==> config.mk <==
export PLATFORM = sky130hd
export DESIGN_NAME = fetch_issue_unit
export DESIGN_NICKNAME = d
export VERILOG_FILES = /design/src/rtl/fetch_issue_unit.sv
export SDC_FILE = /design/constraint.sdc
export NUM_CORES = 1
export LEC_CHECK = 0
export CAP_MARGIN = 0
export CORE_MARGIN = 2
export CORE_UTILIZATION = 44
export CTS_CLUSTER_SIZE = 10
export DETAILED_ROUTE_END_ITERATION = 7
export GPL_TIMING_DRIVEN = 0
export PLACE_DENSITY = 0.8
export SETUP_SLACK_MARGIN = 0.2
export SYNTH_ARGS = -nofsm -noshare
export SYNTH_HDL_FRONTEND = slang
export SYNTH_SLANG_ARGS = --single-unit
export TNS_END_PERCENT = 50
==> constraint.sdc <==
create_clock -name clk -period 1.8 [get_ports clk]
set_input_delay 0.36 -clock clk [delete_from_list [all_inputs] [get_ports clk]]
set_output_delay 0.36 -clock clk [all_outputs]
set_load 0.01 [all_outputs]
==> src/rtl/fetch_issue_unit.sv <==
// Instruction fetch/issue front end: PC, imem req/ready fetch and decode valid/ready issue.
// Optional FETCH_STALL_CNT_EN adds a saturating stall_cnt performance counter.
module fetch_issue_unit #(
  parameter int              PC_W     = 8,
  parameter logic [PC_W-1:0] RESET_PC = '0,
  parameter logic [PC_W-1:0] PC_INC   = PC_W'(1)
) (
  input  logic            clk,
  input  logic            rst_n,
  output logic            imem_req,
  output logic [PC_W-1:0] imem_addr,
  input  logic            imem_ready,
  input  logic [31:0]     imem_rdata,
  input  logic            redirect_valid,
  input  logic [PC_W-1:0] redirect_target,
  output logic            inst_valid,
  input  logic            dec_ready,
  output logic [31:0]     inst,
  output logic [3:0]      opcode,
`ifdef FETCH_STALL_CNT_EN
  output logic [15:0]     stall_cnt,
`endif
  output logic [PC_W-1:0] inst_pc
);

  typedef enum logic [1:0] {
    S_LAUNCH = 2'd0,
    S_WAIT   = 2'd1,
    S_ISSUE  = 2'd2
  } state_e;

  state_e          state_q, state_d;
  logic [PC_W-1:0] pc_q, pc_d;
  logic            req_q, req_d;
  logic [PC_W-1:0] addr_q, addr_d;
  logic [31:0]     inst_q, inst_d;
  logic [PC_W-1:0] inst_pc_q, inst_pc_d;
  logic            vld_q, vld_d;
  logic            kill_q, kill_d;

  always_ff @(posedge clk or negedge rst_n) begin
    if (!rst_n) begin
      state_q   <= S_LAUNCH;
      pc_q      <= RESET_PC;
      req_q     <= 1'b0;
      addr_q    <= '0;
      inst_q    <= '0;
      inst_pc_q <= '0;
      vld_q     <= 1'b0;
      kill_q    <= 1'b0;
    end else begin
      state_q   <= state_d;
      pc_q      <= pc_d;
      req_q     <= req_d;
      addr_q    <= addr_d;
      inst_q    <= inst_d;
      inst_pc_q <= inst_pc_d;
      vld_q     <= vld_d;
      kill_q    <= kill_d;
    end
  end

  always_comb begin
    state_d   = state_q;
    pc_d      = pc_q;
    req_d     = req_q;
    addr_d    = addr_q;
    inst_d    = inst_q;
    inst_pc_d = inst_pc_q;
    vld_d     = vld_q;
    kill_d    = kill_q;
    unique case (state_q)
      S_LAUNCH: begin
        // A redirect here steers the launch itself, so nothing needs killing.
        req_d   = 1'b1;
        addr_d  = redirect_valid ? redirect_target : pc_q;
        pc_d    = addr_d;
        state_d = S_WAIT;
      end
      S_WAIT: begin
        if (imem_ready) begin
          req_d   = 1'b0;
          kill_d  = 1'b0;
          state_d = S_LAUNCH;
          if (redirect_valid) begin
            pc_d = redirect_target;
          end else if (!kill_q) begin
            inst_d    = imem_rdata;
            inst_pc_d = addr_q;
            pc_d      = addr_q + PC_INC;
            vld_d     = 1'b1;
            state_d   = S_ISSUE;
          end
        end else if (redirect_valid) begin
          // Request cannot be withdrawn; mark its response stale instead.
          pc_d   = redirect_target;
          kill_d = 1'b1;
        end
      end
      S_ISSUE: begin
        if (redirect_valid) begin
          vld_d   = 1'b0;
          pc_d    = redirect_target;
          state_d = S_LAUNCH;
        end else if (dec_ready) begin
          vld_d   = 1'b0;
          state_d = S_LAUNCH;
        end
      end
      default: state_d = S_LAUNCH;
    endcase
  end

`ifdef FETCH_STALL_CNT_EN
  logic [15:0] stall_q;
  logic        stall_inc;

  assign stall_inc = (state_q == S_WAIT) || ((state_q == S_ISSUE) && !dec_ready);

  always_ff @(posedge clk or negedge rst_n) begin
    if (!rst_n)                              stall_q <= '0;
    else if (stall_inc && (stall_q != '1))   stall_q <= stall_q + 16'd1;
  end

  assign stall_cnt = stall_q;
`endif

  assign imem_req   = req_q;
  assign imem_addr  = addr_q;
  assign inst_valid = vld_q;
  assign inst       = inst_q;
  assign opcode     = inst_q[31:28];
  assign inst_pc    = inst_pc_q;

endmodule
; ---- After elaboration in Yosys (flattened, before gate mapping)
; Index checks and enable logic that the tools add are counted.
[totals]
memories = 0
out_inout_bits = 54
latch_bits = 0
mem_bits_ro = 0
mem_bits_rw = 0
wordCells = 51
in_bits = 45
reg_bits = 61
[op_classes]
n_mux = 21
n_reduce_logical = 12
shifts = 0
n_eq_ne = 7
add_sub_neg = 1
div_mod_pow = 0
bitwise_logic = 2
n_lt_le_gt_ge = 0
n_mul = 0
[op_table]
columns = operator, count
row1 = 2-to-1 mux 8 bit, 4
row2 = case mux 8 bit (2 select lines), 1
row3 = 2-to-1 mux 2 bit, 5
row4 = adder 8 x 1 -> 8 bit (second input constant), 1
row5 = 2-to-1 mux 1 bit, 8
row6 = AND reduction 2 bit, 4
row7 = nonzero test 2 bit, 4
row8 = != test 2 bit (second input constant), 3
row9 = case mux 2 bit (3 select lines), 1
row10 = AND reduction 5 bit, 1
row11 = != test 4 bit (second input constant), 1
row12 = case mux 1 bit (2 select lines), 2
row13 = AND reduction 4 bit, 1
row14 = != test 3 bit (second input constant), 1
row15 = == test 2 x 1 -> 1 bit (second input constant), 1
row16 = == test 2 bit (second input constant), 1
row17 = zero test 2 bit, 1
row18 = NOT 1 bit, 2
row19 = OR reduction 2 bit, 1

; ---- Longest topological paths before layout
[depth]
depth_word = 5
ltp_mapped = 6
ltp_nobuf = 5

; ---- Worst setup path after synthesis
; OpenSTA, ideal clock, no wires.
[synth_timing]
path_type = input-to-reg
from = input redirect_valid
to = register inst_q[10] (netlist: inst[10])
n_path_buf = 2
setup_slack_ns = 0.071
stages = 6
t_arrival_ns = 1.604
required_time_ns = 1.675
setup_ns = 0.125
path_cell_list = buf_2 > nand4b_1 > nand2_2 > nor3_4 > buf_6 > mux2_2
[synth_between]
elab_chain_cells = 2
[synth_rtl]
columns = item, line_no
row1 = "start, declared", 14  ; input logic redirect_valid,
row2 = NOT 1 bit (no line), --
row3 = AND reduction 4 bit (no line), --
row4 = "end signal, assigned", 56  ; inst_q <= inst_d;
row5 = "end, declared", 36  ; logic [31:0] inst_q, inst_d;
; No other way between the ends.
; A chain may end at the register's enable or synchronous reset.

; ---- Worst setup path after layout
[layout_timing]
from = register state_q[0]
to = register inst_q[4] (netlist: inst[4])
[layout_between]
elab_chain_cells = 2
[layout_rtl]
columns = item, line_no
row1 = "start, declared", 32  ; state_e state_q, state_d;
row2 = "start signal, assigned", 52  ; state_q <= state_d;
row3 = == test 2 x 1 -> 1 bit, 72  ; unique case (state_q)
row4 = AND reduction 4 bit (no line), --
; No other way between the ends.

==> run metrics <==
Routability Congestion 0.818; slew at the pin with the worst max-slew slack 544 ps; post-DP HPWL 4360 um; Initial Utilization 0.449; Period minus WS final 1630 ps; Post-Synth Simple-Gate Area 0.0757; Std-Cell Rows 28; Synth Area in Adders 0.00476; Root Buffer clkbuf_8; combinational family with the most area after synthesis multiplexers; DR vias/cell 5.10; nets about 370; Antenna Nets Post-Route 0; status complete, no violations; Critical Path Fanout Max 8; worst endpoint required time 2010 ps; GRT Total Usage 0.198; library cells used by synthesis 37; GR Overflow Total 0; TritonCTS Buffers 9; Antenna Cells 0; first-pass GRT wire length 9630 um; Max-Cap Viols 0; H-Tree Depth 3; vias in the first global route 2033; clk buf depth 2; clock skew between 8 and 9 ps; headroom to the max-slew limit 0.637; setup violators final 0; Mapped Nets 250; worst vdd ir 676 uV; Cell Area, Synth 2630 um^2; Synth Area in XOR/XNOR 0.0200; worst hold path type in2async; DRT iter0 DRCs 83; Worst setup SP type flip-flop; Vias 2070; yosys warns 0; Final Max Slew Viols 0; post-route cell area 4190 um^2; P&R area growth vs syn 59.3%; post-synthesis mux area share 0.206; Die X 81.3 um; CP Class reg2reg; critical path arrival 1840 ps; Top Ports 99; core region area ~6000 um^2; DRT Pass-1 Iters 4; DRT Wirelength 6570 um; post-synthesis compound-gate area fraction 0.0733; height of the chip 81.3 um; part of the cycle the worst path needs 0.906; pin count of the biggest net entering global routing 40; initial antenna violation count 0; unrepaired setup endpoints after global routing true; die area 6610 um^2; Hold Vio Cnt, Final 0; routed length per instance 16.2 um; TritonCTS clock tree yes; Worst-path clk slew 70 ps; Clk Latency, worst-skew pair between 300 and 400 ps; PortBufs between 90 and 100; Pleak 0.00190 uW; share of layout cells above drive strength 1 0.266; P per Cell Area 1330 nW/um^2; synthesized flop and latch total 61; clk sinks 61; placed inst area 3740 um^2; CP Capture Type flip-flop; register area share after synthesis 0.581; Syn Inst Count 204; syn avg cell area 12.9 um^2; drt drc 0; fmax 613 MHz; Tot Pwr 5570 uW
-- area by class of cell --
cell class              instances  area [um^2]
plain buffers                  14          143
clock buffers                  15          156
clock inverters                 1         30.0
fillers                       392         1660
inverters                       2         7.51
multi-input cells             128         1090
flip-flops and latches         61         1540
well taps                      75         93.8
repair buffers                110         1130
-- metal layers --
layer,global-route usage,vias to the layer above,wire length (um)
li1,-,973,-
met1,0.241,993,2740
met2,0.319,87,3220
met3,0.0389,17,409
met4,0.129,0,205
met5,0,-,0
-- cells in the final DEF (no fill, tap or decap), drive strengths merged, types with 8 or more instances in the layout --
cell type,instances
clkdlybuf4s50,83
dfrtp,61
mux2,41
buf,25
nand2,19
clkbuf,18
o21ai,12
dlymetal6s2s,12
nor2,9
mux2i,8
-- through the flow --
stage / hold WS, ps / utilization / setup TNS [ps] / worst slack, ps / instances
CTS: 13.4 / 0.682 / 0 / 90.4 / 397
finish: 11.0 / 0.716 / 0 / 168 / 406
floorplan: 64.4 / - / 0 / 133 / 204
detailed placement: 375 / 0.639 / -20190 / -540 / 377
global placement: 467 / 0.636 / -120850 / -1640 / 376
global route: 46.6 / 0.716 / 0 / 121 / 406
-- cell families after synthesis --
group | count (synthesis)
AOI/OAI and AO/OA | 30
buffers and inverters | 16
muxes | 49
DFF | 61
and+or+nand+nor | 41
adders and majority gates | 1
xor gates and xnor gates | 6
-- power by group --
part | total (uW) | switching, uW | leakage (uW) | internal [uW]
combinational | 2230 | 823 | 0.00109 | 1400
sequential | 2170 | 321 | 0.000717 | 1850
clock | 1170 | 486 | 0.0000919 | 682
-- critical path, stage by stage (launching register included) --
cell and delay [ps]:
dfrtp_2 470, nand4b_1 150, nand2_2 90, nor3_4 160, buf_12 170, buf_4 140, mux2_2 330
-- worst paths after layout --
| kind | from | end | slack, ps | cells past startpoint |
|---|---|---|---|---|
| worst max register to register | state_q[0] | inst[4] | 170 | 6 |
| worst max-delay path | state_q[0] | inst[4] | 170 | 6 |
| min in group clk | redirect_valid | pc_q[2] | 440 | 3 |
| worst min register to register | inst[8] | inst[8] | 490 | 1 |
| worst min-delay path | rst_n | inst[1] | 10 | 1 |
| max in group asynchronous | rst_n | imem_addr[2] | 1170 | 2 |
-- cell usage after synthesis --
cell | n | area, um^2
dfrtp_1 | 61 | 1530
mux2_2 | 32 | 360
nand2_1 | 18 | 67.6
o21ai_0 | 12 | 60.1
mux2_1 | 9 | 101
nor2_1 | 9 | 33.8
mux2i_1 | 8 | 80.1
a21oi_1 | 4 | 20.0
buf_2 | 4 | 20.0
buf_4 | 4 | 30.0
nand3_1 | 4 | 20.0
xnor2_1 | 4 | 35.0
buf_6 | 3 | 33.8
clkbuf_1 | 3 | 11.3
a221oi_1 | 2 | 17.5
a32oi_1 | 2 | 17.5
and2_1 | 2 | 12.5
inv_1 | 2 | 7.51
o22ai_1 | 2 | 12.5
xor2_1 | 2 | 17.5
a211oi_1 | 1 | 7.51
a22oi_1 | 1 | 7.51
a2bb2oi_1 | 1 | 8.76
ha_1 | 1 | 12.5
nand2_2 | 1 | 6.26
nand2b_1 | 1 | 6.26
nand3_2 | 1 | 10.0
nand4b_1 | 1 | 8.76
nor2b_1 | 1 | 6.26
nor3_1 | 1 | 5.00
nor3_4 | 1 | 16.3
o211ai_1 | 1 | 7.51
o22a_1 | 1 | 8.76
o2bb2ai_1 | 1 | 8.76
o31ai_1 | 1 | 7.51
o32ai_1 | 1 | 8.76
or2_2 | 1 | 6.26
-- registers in the layout, indices dropped and copies added (netlist names) --
signal      count
imem_req        1
inst_pc         8
inst_valid      1
kill_q          1
state_q         2
pc_q            8
inst           32
imem_addr       8
-- timing repair --
action / 4_1_cts / 5_1_grt
gates resized for setup: 10 / 39
setup endpoints to repair: 66 / 92
hold buffers: 0 / 0
gates cloned: 0 / 2
buffers inserted: 4 / 7
pin swaps: 3 / 1
(Power assumes the default switching activity.)
